===== src/rtl/easy_fifo_pkg.sv =====
// Shared types and helpers for the packet-mode AXI-Stream FIFO.
package easy_fifo_pkg;

  typedef enum logic {WR_PASS, WR_DROP} wr_state_t;

  // Pointer width: one extra wrap bit above the RAM address.
  function automatic int ptr_w(input int depth);
    return $clog2(depth) + 1;
  endfunction

endpackage


===== src/rtl/easy_fifo_ram.sv =====
// Simple dual-port RAM, one write port, one registered read port (1-cycle read).
// Read register only updates on re, so the read word holds while re is low.
module easy_fifo_ram #(
  parameter int WIDTH = 34,
  parameter int DEPTH = 16
) (
  input  logic                     clk,
  input  logic                     rst,
  input  logic                     we,
  input  logic [$clog2(DEPTH)-1:0] waddr,
  input  logic [WIDTH-1:0]         wdata,
  input  logic                     re,
  input  logic [$clog2(DEPTH)-1:0] raddr,
  output logic [WIDTH-1:0]         rdata
);

  logic [WIDTH-1:0] mem [DEPTH];

  always_ff @(posedge clk) begin
    if (we) begin
      mem[waddr] <= wdata;
    end
  end

  always_ff @(posedge clk) begin
    if (rst) begin
      rdata <= '0;
    end else if (re) begin
      rdata <= mem[raddr];
    end
  end

endmodule


===== src/rtl/easy_fifo_axis_pkt.sv =====
// Store-and-forward AXIS FIFO: tlast accepted in cycle N -> m_axis_tvalid in N+2; s_axis_tready drops when full.
// EASY_FIFO_PKT_DROP_EN enables rollback of tuser[0]-flagged and oversize packets with a drop_pulse.
module easy_fifo_axis_pkt
  import easy_fifo_pkg::*;
#(
  parameter int DWIDTH     = 32,
  parameter int DEPTH      = 16,
  parameter int USER_WIDTH = 1
) (
  input  logic                   clk,
  input  logic                   rst,
  input  logic [DWIDTH-1:0]      s_axis_tdata,
  input  logic                   s_axis_tvalid,
  input  logic                   s_axis_tlast,
  input  logic [USER_WIDTH-1:0]  s_axis_tuser,
  output logic                   s_axis_tready,
  output logic [DWIDTH-1:0]      m_axis_tdata,
  output logic [USER_WIDTH-1:0]  m_axis_tuser,
  output logic                   m_axis_tlast,
  output logic                   m_axis_tvalid,
  input  logic                   m_axis_tready,
  output logic [$clog2(DEPTH):0] fifo_cnt,
  output logic [$clog2(DEPTH):0] pkt_cnt,
  output logic                   drop_pulse
);

  localparam int PW = ptr_w(DEPTH);
  localparam int AW = PW - 1;
  localparam int RW = DWIDTH + USER_WIDTH + 1;
  localparam logic [PW-1:0] ONE = PW'(1);
  localparam logic [PW-1:0] FULL_LVL = PW'(DEPTH);

  wr_state_t     state, state_nxt;
  logic [PW-1:0] wr_ptr, wr_ptr_nxt;
  logic [PW-1:0] commit_ptr, commit_nxt;
  logic [PW-1:0] rd_addr;   // next RAM word to move into the output register
  logic [PW-1:0] rd_ptr;    // words handed to the consumer
  logic [PW-1:0] fill;
  logic          full, oversize, wbeat;
  logic          ram_we, pkt_inc, pkt_dec, drop_nxt, drop_q;
  logic          rd_en, m_valid, m_hs;
  logic [RW-1:0] ram_rdata;

  assign fill          = wr_ptr - rd_ptr;
  assign full          = (fill == FULL_LVL);
  assign oversize      = full && (commit_ptr == rd_ptr);
  assign s_axis_tready = (state == WR_DROP) ? 1'b1 : !full;
  assign wbeat         = s_axis_tvalid && s_axis_tready;

  always_ff @(posedge clk) begin
    if (rst) begin
      state      <= WR_PASS;
      wr_ptr     <= '0;
      commit_ptr <= '0;
      drop_q     <= 1'b0;
    end else begin
      state      <= state_nxt;
      wr_ptr     <= wr_ptr_nxt;
      commit_ptr <= commit_nxt;
      drop_q     <= drop_nxt;
    end
  end

  always_comb begin
    state_nxt  = state;
    wr_ptr_nxt = wr_ptr;
    commit_nxt = commit_ptr;
    ram_we     = 1'b0;
    pkt_inc    = 1'b0;
    drop_nxt   = 1'b0;
    case (state)
      WR_PASS: begin
        if (wbeat) begin
          ram_we     = 1'b1;
          wr_ptr_nxt = wr_ptr + ONE;
          if (s_axis_tlast) begin
`ifdef EASY_FIFO_PKT_DROP_EN
            if (s_axis_tuser[0]) begin
              wr_ptr_nxt = commit_ptr;
              drop_nxt   = 1'b1;
            end else begin
              commit_nxt = wr_ptr + ONE;
              pkt_inc    = 1'b1;
            end
`else
            commit_nxt = wr_ptr + ONE;
            pkt_inc    = 1'b1;
`endif
          end
        end else if (oversize) begin
          // Packet larger than the FIFO: nothing can ever drain without action.
`ifdef EASY_FIFO_PKT_DROP_EN
          wr_ptr_nxt = commit_ptr;
          state_nxt  = WR_DROP;
`else
          commit_nxt = wr_ptr;
`endif
        end
      end
      WR_DROP: begin
        if (wbeat && s_axis_tlast) begin
          state_nxt = WR_PASS;
          drop_nxt  = 1'b1;
        end
      end
      default: state_nxt = WR_PASS;
    endcase
  end

  // Output register is the RAM read register; it refills when empty or consumed.
  assign m_hs  = m_valid && m_axis_tready;
  assign rd_en = (commit_ptr != rd_addr) && (!m_valid || m_axis_tready);

  always_ff @(posedge clk) begin
    if (rst) begin
      rd_addr <= '0;
      rd_ptr  <= '0;
      m_valid <= 1'b0;
    end else begin
      if (rd_en) begin
        rd_addr <= rd_addr + ONE;
      end
      if (m_hs) begin
        rd_ptr <= rd_ptr + ONE;
      end
      if (rd_en) begin
        m_valid <= 1'b1;
      end else if (m_axis_tready) begin
        m_valid <= 1'b0;
      end
    end
  end

  assign pkt_dec = m_hs && m_axis_tlast;

  always_ff @(posedge clk) begin
    if (rst) begin
      pkt_cnt <= '0;
    end else if (pkt_inc && !pkt_dec) begin
      pkt_cnt <= pkt_cnt + ONE;
    end else if (!pkt_inc && pkt_dec) begin
      pkt_cnt <= pkt_cnt - ONE;
    end
  end

  easy_fifo_ram #(
    .WIDTH (RW),
    .DEPTH (DEPTH)
  ) u_ram (
    .clk   (clk),
    .rst   (rst),
    .we    (ram_we),
    .waddr (wr_ptr[AW-1:0]),
    .wdata ({s_axis_tuser, s_axis_tlast, s_axis_tdata}),
    .re    (rd_en),
    .raddr (rd_addr[AW-1:0]),
    .rdata (ram_rdata)
  );

  assign {m_axis_tuser, m_axis_tlast, m_axis_tdata} = ram_rdata;
  assign m_axis_tvalid = m_valid;
  assign fifo_cnt      = fill;
  assign drop_pulse    = drop_q;

endmodule


===== config.mk =====
export PLATFORM = sky130hd
export DESIGN_NAME = easy_fifo_axis_pkt
export DESIGN_NICKNAME = d
export VERILOG_FILES = /design/src/rtl/easy_fifo_pkg.sv /design/src/rtl/easy_fifo_ram.sv /design/src/rtl/easy_fifo_axis_pkt.sv
export SDC_FILE = /design/constraint.sdc
export NUM_CORES = 1
export LEC_CHECK = 0
export BUFFER_PORTS_ARGS = -buffer_cell sky130_fd_sc_hd__buf_2
export CAP_MARGIN = 20
export CORE_MARGIN = 4
export CORE_UTILIZATION = 55
export CTS_CLUSTER_SIZE = 24
export DETAILED_ROUTE_END_ITERATION = 7
export PLACE_DENSITY = 0.72
export RECOVER_POWER = 100
export SLEW_MARGIN = 20
export SYNTH_ARGS = -nofsm -noshare
export SYNTH_HDL_FRONTEND = slang
export SYNTH_SLANG_ARGS = --single-unit

===== constraint.sdc =====
create_clock -name clk -period 6.35 [get_ports clk]
set_input_delay 0.9525 -clock clk [delete_from_list [all_inputs] [get_ports clk]]
set_output_delay 0.9525 -clock clk [all_outputs]
set_load 0.02 [all_outputs]

Yosys cells after proc, flatten, opt, wreduce, memory -nomap -nowiden
Memories as Yosys holds them, arrays and structs flattened. A register that Yosys moved wholly into a read port is not among the register bits.
Cells that the tools add are included.
Widths: inputs -> output; s select.
{ "totals": {"register_bits": 28, "ramBits": 544, "input_bits": 38, "out_inout_bits": 47, "n_memories": 1} }
{ "op_classes": {"add_sub_neg": 6, "n_eq_ne": 4, "n_mux": 17, "n_bitwise": 1, "reduce_logical": 19} }
{ "mem_list": {"columns": ["memory", "depth", "width", "rd", "rd_ports_with_merged_regs", "wr", "line_no", "source"], "rows": [
  ["u_ram.mem", 16, 34, 1, 1, 1, "easy_fifo_ram.sv:17", "logic [WIDTH-1:0] mem [DEPTH];"]
]} }
{ "ops": {"columns": ["cell", "count"], "rows": [
  ["$mux 5", 5],
  ["$add 5x1->5 const B", 4],
  ["$mux 1", 12],
  ["$logic_and 1x1->1", 8],
  ["$reduce_bool 2->1", 3],
  ["$eq 5x5->1", 1],
  ["$eq 5x5->1 const B", 1],
  ["$ne 5x5->1", 1],
  ["$sub 5x1->5 const B", 1],
  ["$sub 5x5->5", 1],
  ["$logic_not 1->1", 4],
  ["$reduce_and 3->1", 1],
  ["$ne 2x2->1 const B", 1],
  ["$reduce_and 2->1", 1],
  ["$reduce_or 2->1", 1],
  ["$logic_or 1x1->1", 1],
  ["$not 1->1", 1]
]} }

Depth between registers and ports, before layout
Gate-level depths: netlist of run 1.
{ "logic_depth": {"ltp_word": 11, "depth_mapped": 17} }

Modules after synthesis
Synthesis of run 1 repeated with hierarchy kept, for this count alone.
{ "unflattened": {"hier_cells": 1481, "hier_area_um2": 23681.5} }
{ "modules_own_cells": {"columns": ["mod", "n_inst", "cells_each", "area_per_inst_um2"], "rows": [
  ["easy_fifo_ram", 1, 1291, 22018.6],
  ["easy_fifo_axis_pkt", 1, 190, 1662.8]
]} }

Worst setup path after synthesis of run 1
Ideal clock, no wire load.
{ "synth_timing": {"path_kind": "flip-flop to flip-flop", "from": "register wr_ptr[0]", "to": "memory u_ram.mem[0][0], enable pin", "setup_time_ns": 0.467, "arrival_time_ns": 4.793, "t_required_ns": 5.883, "setup_slack_ns": 1.089, "path_stages_with_launch": 11, "n_path_buf": 0, "period_less_slack_ns": 5.261, "path_cell_list": "dfxtp_1 inv_1 ha_1 fa_1 nand2b_1 a21oi_1 xor2_1 inv_2 a311oi_2 nand2_1 nor3_1"} }
{ "synth_via": {"elab_chain_len": 9} }
{ "synth_rtl": {"columns": ["element", "line_no", "source"], "rows": [
  ["start, declared", "easy_fifo_axis_pkt.sv:34", "logic [PW-1:0] wr_ptr, wr_ptr_nxt;"],
  ["start signal, assigned", "easy_fifo_axis_pkt.sv:58", "wr_ptr <= wr_ptr_nxt;"],
  ["$sub 5x5->5", "easy_fifo_axis_pkt.sv:44", "assign fill = wr_ptr - rd_ptr;"],
  ["named net fifo_cnt[4]", "easy_fifo_axis_pkt.sv:22", "output logic [$clog2(DEPTH):0] fifo_cnt,"],
  ["$eq 5x5->1", "easy_fifo_axis_pkt.sv:45", "assign full = (fill == FULL_LVL);"],
  ["$logic_not 1->1", "easy_fifo_axis_pkt.sv:47", "assign s_axis_tready = (state == WR_DROP) ? 1'b1 : !full;"],
  ["$mux 1", "easy_fifo_axis_pkt.sv:47", null],
  ["$logic_and 1x1->1", "easy_fifo_axis_pkt.sv:48", "assign wbeat = s_axis_tvalid && s_axis_tready;"],
  ["$mux 1", "easy_fifo_axis_pkt.sv:73", "if (wbeat) begin"],
  ["$mux 1", "easy_fifo_axis_pkt.sv:71", "case (state)"],
  ["$mux 1", "easy_fifo_ram.sv:20", "if (we) begin"],
  ["$mux 1 (implied by the code)", "easy_fifo_ram.sv:21", "mem[waddr] <= wdata;"],
  ["end, declared", "easy_fifo_ram.sv:17", null]
]} }
The timed path passes the listed nets, and every way through them passes these cells.

Final worst setup path of run 1
{ "layout_timing": {"from": "register wr_ptr[0]", "to": "memory u_ram.mem[6][33], enable pin"} }
{ "layout_via": {"elab_chain_len": 9} }
{ "layout_rtl": {"columns": ["element", "line_no"], "rows": [
  ["$sub 5x5->5", "easy_fifo_axis_pkt.sv:44"],
  ["$eq 5x5->1", "easy_fifo_axis_pkt.sv:45"],
  ["$logic_not 1->1", "easy_fifo_axis_pkt.sv:47"],
  ["$mux 1", "easy_fifo_axis_pkt.sv:47"],
  ["$logic_and 1x1->1", "easy_fifo_axis_pkt.sv:48"],
  ["$mux 1", "easy_fifo_axis_pkt.sv:73"],
  ["$mux 1", "easy_fifo_axis_pkt.sv:71"],
  ["$mux 1", "easy_fifo_ram.sv:20"],
  ["$mux 1 (implied by the code)", "easy_fifo_ram.sv:21"]
]} }
Several ways; a longest one is shown, not always the timed one.

==> results.md, run 1 <==
* First-pass iteration count of the detailed router at 5
* CP Class: flop to flop
* Antenna Cells at 0
* WHS Endpoint: u_ram.rdata[7]
* Slowest stage delay, CP at between 1 and 1.5 ns
* Crit. End Element: flop
* Die area at 45680 µm²
* Worst slew margin at -117.6%
* Synth Instances at 1122
* Post-synthesis sequential area ratio at between 70% and 80%
* First-pass GRT wire length at approximately 73000 µm
* Sw frac at between 20% and 30%
* Clock Skews at between 0.02 and 0.025 ns
* H-tree Lvls at 2
* Area of the multi-input gates at 5461 µm²
* Comb pwr share at between 20% and 30%
* Tot GR Track Use at around a fifth
* Yosys cell types at 38
* Fin. max-slew vios at 276
* Reg area at between 15000 and 20000 µm²
* Failing checks: capacitance limit, slew limit
* Clock power frac at between 30 and 40%
* Core Area at 41850 µm²
* Grt ovf at 0
* Post-CTS Setup Inserts at 0
* Warnings, synthesis at 0
* Clk Latency, worst-skew pair at between 0.6 and 0.7 ns
* RD Place Congestion at ~0.84
* Max Cap Viol at 7
* Most frequent CP cell: inv_1
* Crit path launch type: flop
* Filler instances at roughly 2900
* Routed Wire Length at around 47000 µm
* PortBufs at 84
* Area after DPL at between 20000 and 25000 µm²
* Psw at slightly below 3000 µW
* # rows at 75
* CTS tree: built
* Wire per inst at 25.83 µm
* Top-level port count at between 80 and 90
* Clk slew on worst S/H paths at approximately 0.060 ns
* Pwr dens at 402.7 nW/µm²
* Peak supply drop at around 0.37 mV
* Clock sink total at 606
* Critical-path top delay cell: nor2_1
* Hold/Removal Path Class: flop to flop
* Die Wd at around 210 µm
* Slew at the pin closest to its max-slew limit at roughly 3.3 ns
* Layout Utilization at between 60 and 70%
* CTS Buf Count at 59
* Pin count of the biggest net entering global routing at around 120
* Post-Syn Area per Cell at 20.75 µm²
* Worst R2R Setup Slack at 1.26 ns
* Post-route ant nets at 0
* R2R Path Start: wr_ptr[0]
* Critical-path cell list: inv_1 > ha_1 > fa_1 > nand2b_1 > a21oi_1 > xor2_1 > inv_1 > a311oi_2 > nand2_1 > nor2_1 > buf_4
* Residual DRC at 0
* Number of failing hold endpoints at the final stage at 0
* Area growth from synthesis to layout at 12.55%
* Post_cts resized at 0
* Hold Buf Count CTS at 0
* Clock Root Buffer: clkbuf_16
* Cell internal pwr at about 7700 µW
* Register share of total power at a little under half
* RSZ-0062 raised after global routing: false
* #FFs+latches synth at 606
* Setup violations, final at 0
* Nets at approximately 1300
* Fin crit period at around 5 ns
* Peak Freq at between 0.15 and 0.2 GHz
* Mapped Area at ~23000 µm²
* Syn nets at approximately 1200
* Crit-path max FO at 20
* Setup_tns at 0 ns
* DR vias at roughly 11000
* Initial antenna violation count at 2
* Starting Density at about 56%
* Share of cells above drive strength 1 at 23.36%
* Pwr Total at ~11000 µW
* Hold path start: u_ram.rdata[7]
* CP required at around 6.6 ns
* Fin area at 26200 µm²
* Fin crit share at around four fifths
* Critical R2R Capture: u_ram.mem[6][33]
* Final HPWL DP at 25460 µm
* Leak at about 0.0082 µW
* Arr. time, crit path at about 5.4 ns
* Max Root-Sink Buffers at 3
* Drt via density at ~6
* Vias in the first global route at 11670
* R2r worst-path depth at 11
* First DRT Iteration DRCs at approximately 1200
* Outcome: complete, but fails checks
* Hold Path Depth at 2
* Die Height at 213.7 µm
## synthesized netlist by cell type
cell / number / area share, %
fa_1: 2 / 0.17
a211oi_1: 1 / 0.032
a311oi_2: 2 / 0.13
o21ai_1: 2 / 0.043
xor2_2: 1 / 0.070
mux2i_1: 1 / 0.043
inv_2: 2 / 0.032
edfxtp_1: 544 / 70
nor3b_1: 1 / 0.032
xor2_1: 17 / 0.64
nand3_1: 10 / 0.22
buf_4: 4 / 0.13
a311o_1: 1 / 0.043
clkbuf_1: 33 / 0.53
or4_1: 1 / 0.032
a21oi_1: 47 / 1.0
or3_1: 8 / 0.22
nand2_1: 86 / 1.4
o2bb2ai_1: 1 / 0.038
nand4_1: 2 / 0.054
o21a_1: 1 / 0.032
nand2b_1: 5 / 0.13
a31oi_1: 5 / 0.13
o21ai_0: 6 / 0.13
buf_1: 5 / 0.081
inv_1: 14 / 0.23
nor2_1: 34 / 0.55
dfxtp_1: 62 / 5.3
nor4_1: 1 / 0.027
ha_1: 15 / 0.81
nor2b_1: 1 / 0.027
xnor2_1: 10 / 0.38
o31ai_2: 1 / 0.054
buf_2: 13 / 0.28
o31ai_1: 4 / 0.13
mux4_2: 170 / 16
nor3_1: 8 / 0.17
a21boi_1: 1 / 0.032
## layout by cell type, fill, tap and decap left out, drive strengths merged
cell type / instances
fa: 2
xnor2: 10
o2bb2ai: 1
nor4: 1
nor3b: 1
bufinv: 7
ha: 15
dfxtp: 62
a311oi: 2
o21a: 1
clkinv: 25
nand2b: 5
a21oi: 47
or4: 1
nand3: 10
buf: 16
nor2: 34
or3: 8
nand2: 86
inv: 19
mux4: 170
clkinvlp: 3
o31ai: 5
xor2: 18
a31oi: 5
clkbuf: 163
nor3: 8
a311o: 1
mux2i: 1
a211oi: 1
edfxtp: 544
a21boi: 1
nor2b: 1
o21ai: 8
nand4: 2
## critical path: cells and delay by family, from the launching register on
family,cells,cell delay [ns]
adders and majority gates,2,0.65
and+or+nand+nor,3,1.79
AOI/OAI and AO/OA,2,0.70
DFF,1,0.41
buffers and inverters,3,0.84
xor gates and xnor gates,1,0.34
## area by class of cell
class                           instances  area share (%)
Tap cell                              539           2.574
Timing Repair Buffer                  106           1.739
Sequential cell                       606           67.13
Inverter                               16          0.2293
Clock buffer                           73           5.989
Multi-Input combinational cell        445           20.85
Clock inverter                         38           1.485
## power groups by stage
stage | clock network, µW | registers, µW | logic (µW)
after floorplan | 0 | 4870 | 1630
after global placement | 0 | 4840 | 2320
after detailed placement | 0 | 4850 | 2340
after CTS | 3580 | 4770 | 2350
after global routing | 3750 | 4800 | 2500
final | 3510 | 4760 | 2280
## layer usage
layer | global-route usage [%] | vias up | part of all wire (%)
met5 | 0 | - | 0.015
li1 | - | 4803 | -
met2 | 34.66 | 370 | 50
met1 | 31.10 | 5828 | 42
met3 | 3.365 | 71 | 6.0
met4 | 5.540 | 2 | 2.0
## flip-flops by register name, summed over array words and instances (netlist names)
| signal | count |
|---|---|
| pkt_cnt | 5 |
| wr_ptr | 5 |
| m_axis_tvalid | 1 |
| u_ram.mem | 544 |
| state | 1 |
| rd_ptr | 5 |
| commit_ptr | 5 |
| drop_pulse | 1 |
| rd_addr | 5 |
| u_ram.rdata | 34 |
## stage by stage
stage	std cells	hold WS [ns]	setup WS [ns]
final	1823	0.4542	1.262
after global routing	1823	0.4821	0.8255
after CTS	1823	0.4536	1.963
after detailed placement	1712	0.4448	2.010
after global placement	1712	0.4406	2.150
after floorplan	1122	0.4871	1.089
## cells by family after synthesis
logic type | share of synthesized area, %
multiplexers | 16.49
XOR/XNOR | 1.086
flip-flops | 75.51
AND/OR/NAND/NOR | 2.844
adder cells (fa/ha/maj) | 0.9783
buffers and inverters | 1.279
AO/OA/AOI/OAI | 1.806
## how the worst max path moves through the flow
stage	start	end	cells after the start
floorplan	wr_ptr[0]	u_ram.mem[0][0]	10
global placement	wr_ptr[0]	u_ram.mem[10][31]	11
detailed placement	wr_ptr[0]	u_ram.mem[4][16]	11
CTS	wr_ptr[0]	u_ram.mem[4][33]	11
global route	wr_ptr[0]	u_ram.mem[12][31]	11
finish	wr_ptr[0]	u_ram.mem[6][33]	11
Note: power is estimated with default switching activity, not from simulation.
==> inputs of run 2 (changes only) <==
ABC_AREA = 1   (was unset)
PLACE_DENSITY = 0.75   (was 0.72)
clock period = 4.4 ns   (was 6.35 ns; I/O delays follow)
==> run 2 against run 1 <==
  * Highest routed layer unchanged
  * Wire length up 27%
  * Hold slack worse by 0.045 ns
  * Total power up 55%
  * Sequential power up 45%
  * Utilization down 0.32 points
  * Design area up 2.4%
  * Fmax up 24%
  * Clock skew down 0.0085 ns
  * Worst setup slack worse by 0.96 ns
  * The run still ends with capacitance limit, slew limit left
  * Largest cell class unchanged
  * Register-to-register slack worse by 0.96 ns
  * Die area up 2.9%
  * Global-route usage up 4.0 points
  * Critical path type unchanged
==> results.md, run 2 <==
* Fin crit period at just over 4 ns
* Post-CTS Setup Inserts at 0
* Clock Skews at between 0.01 and 0.015 ns
* Pin count of the biggest net entering global routing at ~220
* Leading cell types in the layout, fill and taps excluded: edfxtp_1 (544), nor2_1 (379), o21ai_0 (323)
* Yosys cell types at 31
* Max Root-Sink Buffers at 3
* H-tree Lvls at 2
* Post-Syn Area per Cell at approximately 12 µm²
* Max Cap Viol at 2
* Top-count cell post-synth: edfxtp_1
* Top-level port count at 85
* Commonest non-fill, non-tap cell in the layout: edfxtp_1
* Pwr dens at 608.4 nW/µm²
* Worst slew margin at -36.84%
* Hold/Removal Path Class: input pin to flop
* Failing checks: capacitance limit, slew limit
* Die Height at around 220 µm
* Pwr Total at roughly 16000 µW
* Setup violations, final at 0
* Outcome: complete, but fails checks
* Top post-synthesis cells by count: edfxtp_1 (544), nor2_1 (391), o21ai_0 (323), nand2_1 (160), clkbuf_1 (79)
* Die area at approximately 47000 µm²
* Fin. max-slew vios at 91
* DR vias at around 16000
* Tot GR Track Use at 25.28%
* CTS tree: built
* Clock Root Buffer: clkbuf_16
* Setup_tns at 0 ns
* Crit path launch type: flop
* Arr. time, crit path at about 4.4 ns
* Clock sink total at 606
* Wire per inst at approximately 23 µm
* Residual DRC at 0
* Post-synthesis sequential area ratio at about three quarters
* Area contributors post-synth: edfxtp_1 (68%), o21ai_0 (6.7%), nor2_1 (6.1%)
* Largest registers: u_ram.mem: 544 flops, u_ram.rdata: 34 flops
* Share of cells above drive strength 1 at 6.858%
* Mapped Area at ~24000 µm²
* Number of failing hold endpoints at the final stage at 0
* Die Wd at between 200 and 250 µm
* Final hold slack at about 0.41 ns
* Clk Latency, worst-skew pair at 0.62 ns
* Largest Register: u_ram.mem
* Core Area at 43080 µm²
* Peak Freq at roughly 0.24 GHz
* Synth top area share at between 60% and 70%
* Area growth from synthesis to layout at 11.93%
* CP Class: flop to flop
* Synth area leader: edfxtp_1
* Post_cts resized at 0
* Routed Wire Length at approximately 60000 µm
* Post-route ant nets at 0
* #FFs+latches synth at approximately 610
* Slew at the pin closest to its max-slew limit at between 2 and 2.5 ns
* RD Place Congestion at 0.8605
* Drt via density at ~6.0
* Hold Buf Count CTS at 0
* Filler instances at ~3200
* CTS Buf Count at 59
* Clk slew on worst S/H paths at approximately 0.06 ns
* Max reg flops at roughly 540
* # rows at 76
* First DRT Iteration DRCs at 2369
* First-pass GRT wire length at ~91000 µm
* Area of the multi-input gates at 5754 µm²
* Initial antenna violation count at 2
* Synth Instances at between 1500 and 2000
* Fin crit share at 93.04%
* First-pass iteration count of the detailed router at 8
* Reg area at about 18000 µm²
* Antenna Cells at 0
* Peak supply drop at approximately 0.55 mV
* Crit-path max FO at 19
* CP required at ~4.7 ns
* Post-synth EDFFs at roughly 540
* Grt ovf at 0
* Vias in the first global route at ~16000
* Crit. End Element: flop
* Final HPWL DP at roughly 34000 µm
* Leak at approximately 0.009 µW
* Nets at ~2100
* RSZ-0062 raised after global routing: false
* Warnings, synthesis at 0
* PortBufs at 84
* Syn nets at 2000
* Starting Density at about 56%
* Fraction of registers with async set/reset at 0%
* Most used flip-flop cell after synthesis: edfxtp_1
run 2: cell types whose count changed in the layout (fill, tap and decap cells not counted), moves of 8 or more:
| cell | before | now |
|---|---|---|
| clkbuf_2 | 3 | 11 |
| clkinv_1 | 8 | 17 |
| inv_1 | 15 | 41 |
| mux4_2 | 170 | 0 |
| nand2_1 | 85 | 160 |
| nand3_1 | 10 | 49 |
| nor2_1 | 26 | 379 |
| o211ai_1 | 0 | 58 |
| o21ai_0 | 7 | 323 |
| o221ai_1 | 0 | 11 |
| o22ai_1 | 0 | 78 |
| or3_1 | 8 | 0 |
| xor2_1 | 18 | 4 |
run 2: path summary, 6_finish.rpt:
path         depth (start not counted)     startpoint  slack (ns)              end
max reg2reg                         13      wr_ptr[0]        0.31  u_ram.mem[1][9]
min reg2reg                          2          state        0.48       drop_pulse
max                                 13      wr_ptr[0]        0.31  u_ram.mem[1][9]
min                                  4  m_axis_tready        0.41    m_axis_tvalid
run 2: layout make-up:
class | instances | area share, %
clock buffer | 70 | 5.695
timing repair buffer | 124 | 2.215
sequential | 606 | 65.56
inverter | 46 | 0.6623
clock inverter | 39 | 1.693
multi-input combinational | 1171 | 21.45
tap | 585 | 2.729
run 2: cells by family after synthesis:
| group | count (synthesis) | synth area share (%) |
|---|---|---|
| xor gates and xnor gates | 13 | 0.4751 |
| AOI/OAI and AO/OA | 525 | 12.16 |
| and+or+nand+nor | 616 | 10.09 |
| DFF | 606 | 73.34 |
| adders and majority gates | 17 | 0.9502 |
| buffers and inverters | 168 | 2.986 |
run 2: through the flow:
step / worst slack (ns) / area [µm²] / utilization [%] / std cells
floorplan: -0.5071 / 23970 / - / 1945
global placement: 0.7195 / 25040 / 58.12 / 2532
detailed placement: 0.5509 / 25040 / 58.12 / 2532
CTS: 0.5009 / 27020 / 62.72 / 2641
global route: 0.1466 / 26830 / 62.27 / 2641
finish: 0.3063 / 26830 / 62.27 / 2641
run 2: layer usage:
layer / vias to the layer above / global-route usage, % / part of all wire [%]
met5: - / 0 / 0.037
met4: 4 / 7.126 / 2.2
met3: 116 / 6.967 / 11
met2: 865 / 39.31 / 46
met1: 7779 / 35.64 / 40
li1: 7187 / - / -
run 2: worst max-delay path: stages (launching register included):
cell	delay (ns)
dfxtp_1	0.42
inv_1	0.15
ha_1	0.24
fa_1	0.42
or2_2	0.32
nand2_1	0.08
nor2_1	0.06
nand3_1	0.24
nand3_1	0.11
buf_4	0.20
inv_1	0.21
nand2_1	0.27
nor2_4	0.70
clkbuf_2	0.36
run 2: report_power, final:
part           internal (µW)  switching [µW]  total [µW]
sequential              6650             255        6900
clock                   3060            2130        5190
combinational           1160            3070        4230
total                  10900            5460       16300
==> inputs of run 3 (changes only) <==
CELL_PAD_IN_SITES_DETAIL_PLACEMENT = 1   (was unset)
CELL_PAD_IN_SITES_GLOBAL_PLACEMENT = 1   (was unset)
CORE_UTILIZATION = 46   (was 55)
PLACE_DENSITY = unset   (was 0.75)
PLACE_DENSITY_LB_ADDON = 0.1   (was unset)
==> run 3 against run 2 <==
  * The flow still finishes with violations (capacitance limit, slew limit)
  * Final cell count rose by 3.9%
  * Clock skew is 0.014 ns higher
  * Register-to-register slack better by 0.27 ns
  * Global-route usage fell by 1.4 points
  * Total power grew 1.8%
  * Utilization fell by 9.6 points
  * Worst setup slack gained 0.27 ns
  * Sequential share of layout area down 0.62 points
  * Critical endpoint is now u_ram.mem[0][3]
==> results.md, run 3 (synthesized netlist as in run 2, its figures left out) <==
* Final HPWL DP at ~39000 µm
* Max Cap Viol at 1
* CP required at 4.67 ns
* Psw at between 5000 and 6000 µW
* Cell internal pwr at about 11000 µW
* Peak supply drop at between 0.4 and 0.5 mV
* Clk Latency, worst-skew pair at ~0.60 ns
* Met2 GRT Util at between 30 and 40%
* Starting Density at between 40% and 50%
* Hold/Removal Path Class: input pin to flop
* GR peak layer: met2
* Clock Root Buffer: clkbuf_16
* First-pass iteration count of the detailed router at 5
* Clock sink total at 606
* Leading cell types in the layout, fill and taps excluded: edfxtp_1 (544), nor2_1 (380), o21ai_0 (323)
* Tot GR Track Use at roughly a quarter
* Post_cts resized at 0
* DR vias at about 16000
* Critical R2R Capture: u_ram.mem[0][3]
* Slew at the pin closest to its max-slew limit at about 1.6 ns
* R2r worst-path depth at 13
* Fin crit share at 86.84%
* Antenna Cells at 0
* Comb pwr share at 26.6%
* Largest Register: u_ram.mem
* Leak at around 0.0090 µW
* RD Place Congestion at about 0.8
* Routed Wire Length at around 68000 µm
* Outcome: complete, but fails checks
* Commonest non-fill, non-tap cell in the layout: edfxtp_1
* Grt ovf at 0
* Met3 GRT Util at about 3.7%
* Hold path start: m_axis_tready
* Wire per inst at approximately 25 µm
* Post-CTS Setup Inserts at 0
* RSZ-0062 raised after global routing: false
* Initial antenna violation count at 1
* Nets at slightly above 2000
* M1 GR Usage at about a third
* CP endpoint: u_ram.mem[0][3]
* Share of cells above drive strength 1 at roughly 7%
* CTS tree: built
* Area growth from synthesis to layout at 12.97%
* Pwr dens at around 610 nW/µm²
* Post-route ant nets at 0
* Register share of total power at roughly 42%
* Worst R2R Setup Slack at 0.58 ns
* # rows at 83
* Clock power frac at 31.9%
* Die Height at approximately 240 µm
* Die Wd at between 200 and 250 µm
* Arr. time, crit path at 4.09 ns
* CTS Buf Count at 66
* Vias in the first global route at ~16000
* Final hold slack at around 0.45 ns
* Crit path launch type: flop
* Fin. max-slew vios at 42
* Crit. End Element: flop
* Worst slew margin at -8.035%
* Peak Freq at between 0.2 and 0.3 GHz
* Clk slew on worst S/H paths at 0.06 ns
* Crit-path max FO at 29
* Pin count of the biggest net entering global routing at ~180
* CP Class: flop to flop
* First DRT Iteration DRCs at ~1400
* R2R Path Start: wr_ptr[0]
* Residual DRC at 0
* Number of failing hold endpoints at the final stage at 0
* Failing checks: capacitance limit, slew limit
* Setup_tns at 0 ns
* First-pass GRT wire length at slightly above 100000 µm
* Hold Buf Count CTS at 0
* Max reg flops at approximately 540
* Max Root-Sink Buffers at 3
* Largest registers: u_ram.mem: 544 flops, u_ram.rdata: 34 flops
* Setup violations, final at 0
* Die area at 55820 µm²
* H-tree Lvls at 3
* Sw frac at 34.70%
* Core Area at 51410 µm²
* Clock Skews at approximately 0.028 ns
* Top-level port count at 85
* Drt via density at ~5.8
* Fin crit period at between 3 and 4 ns
* PortBufs at 84
* Critical path startpoint: wr_ptr[0]
## run 3: metal layers
metal  wire length [µm]  part of all wire, %  up-vias
li1                   -                    -     7207
met1              30330                   45     8244
met2              32960                   48      393
met3               3351                  4.9       96
met4               1329                  2.0        0
met5                  0                    0        -
## run 3: power groups by stage
stage                     Sequential (µW)  Clock, µW  Combinational (µW)
after global placement               7000          0                4420
after floorplan                      7060          0                2800
final                                6900       5300                4420
after detailed placement             7010          0                4490
after global routing                 6940       5640                4900
after CTS                            6900       5410                4540
## run 3: stage by stage
stage	setup slack [ns]	area (µm²)	power [µW]	cells	utilization [%]
floorplan	-0.5071	23970	9857	1945	-
global placement	0.9694	25260	11410	2626	49.14
detailed placement	0.7899	25280	11510	2627	49.18
CTS	0.7774	27320	16850	2745	53.15
global route	0.2668	27070	17470	2745	52.67
finish	0.5790	27070	16620	2745	52.67
## run 3: cell type report
cell class	count	area, µm²
fill	5269	24330
tap	680	850.8
inverter	46	177.7
timing repair buffer	124	674.4
sequential	606	17580
multi-input combinational	1171	5747
clock inverter	26	210.2
clock buffer	92	1833
## run 3: worst max-delay path, cell delays in order (launching register included)
cell     delay [ns]
dfxtp_1        0.41
inv_1          0.14
ha_1           0.24
fa_1           0.41
or2_2          0.31
nand2_1        0.08
nor2_1         0.06
nand3_1        0.23
nand3_1        0.12
buf_4          0.20
inv_1          0.17
nand2_1        0.26
nor2_1         0.54
buf_12         0.32
## run 3: worst min-delay path by stage
stage,end,slack (ns),cells after the start
after CTS,u_ram.mem[6][16],0.41,1
final,m_axis_tvalid,0.45,4
after global placement,drop_pulse,0.45,2
after global routing,m_axis_tvalid,0.45,4
after detailed placement,drop_pulse,0.45,2
after floorplan,drop_pulse,0.43,2
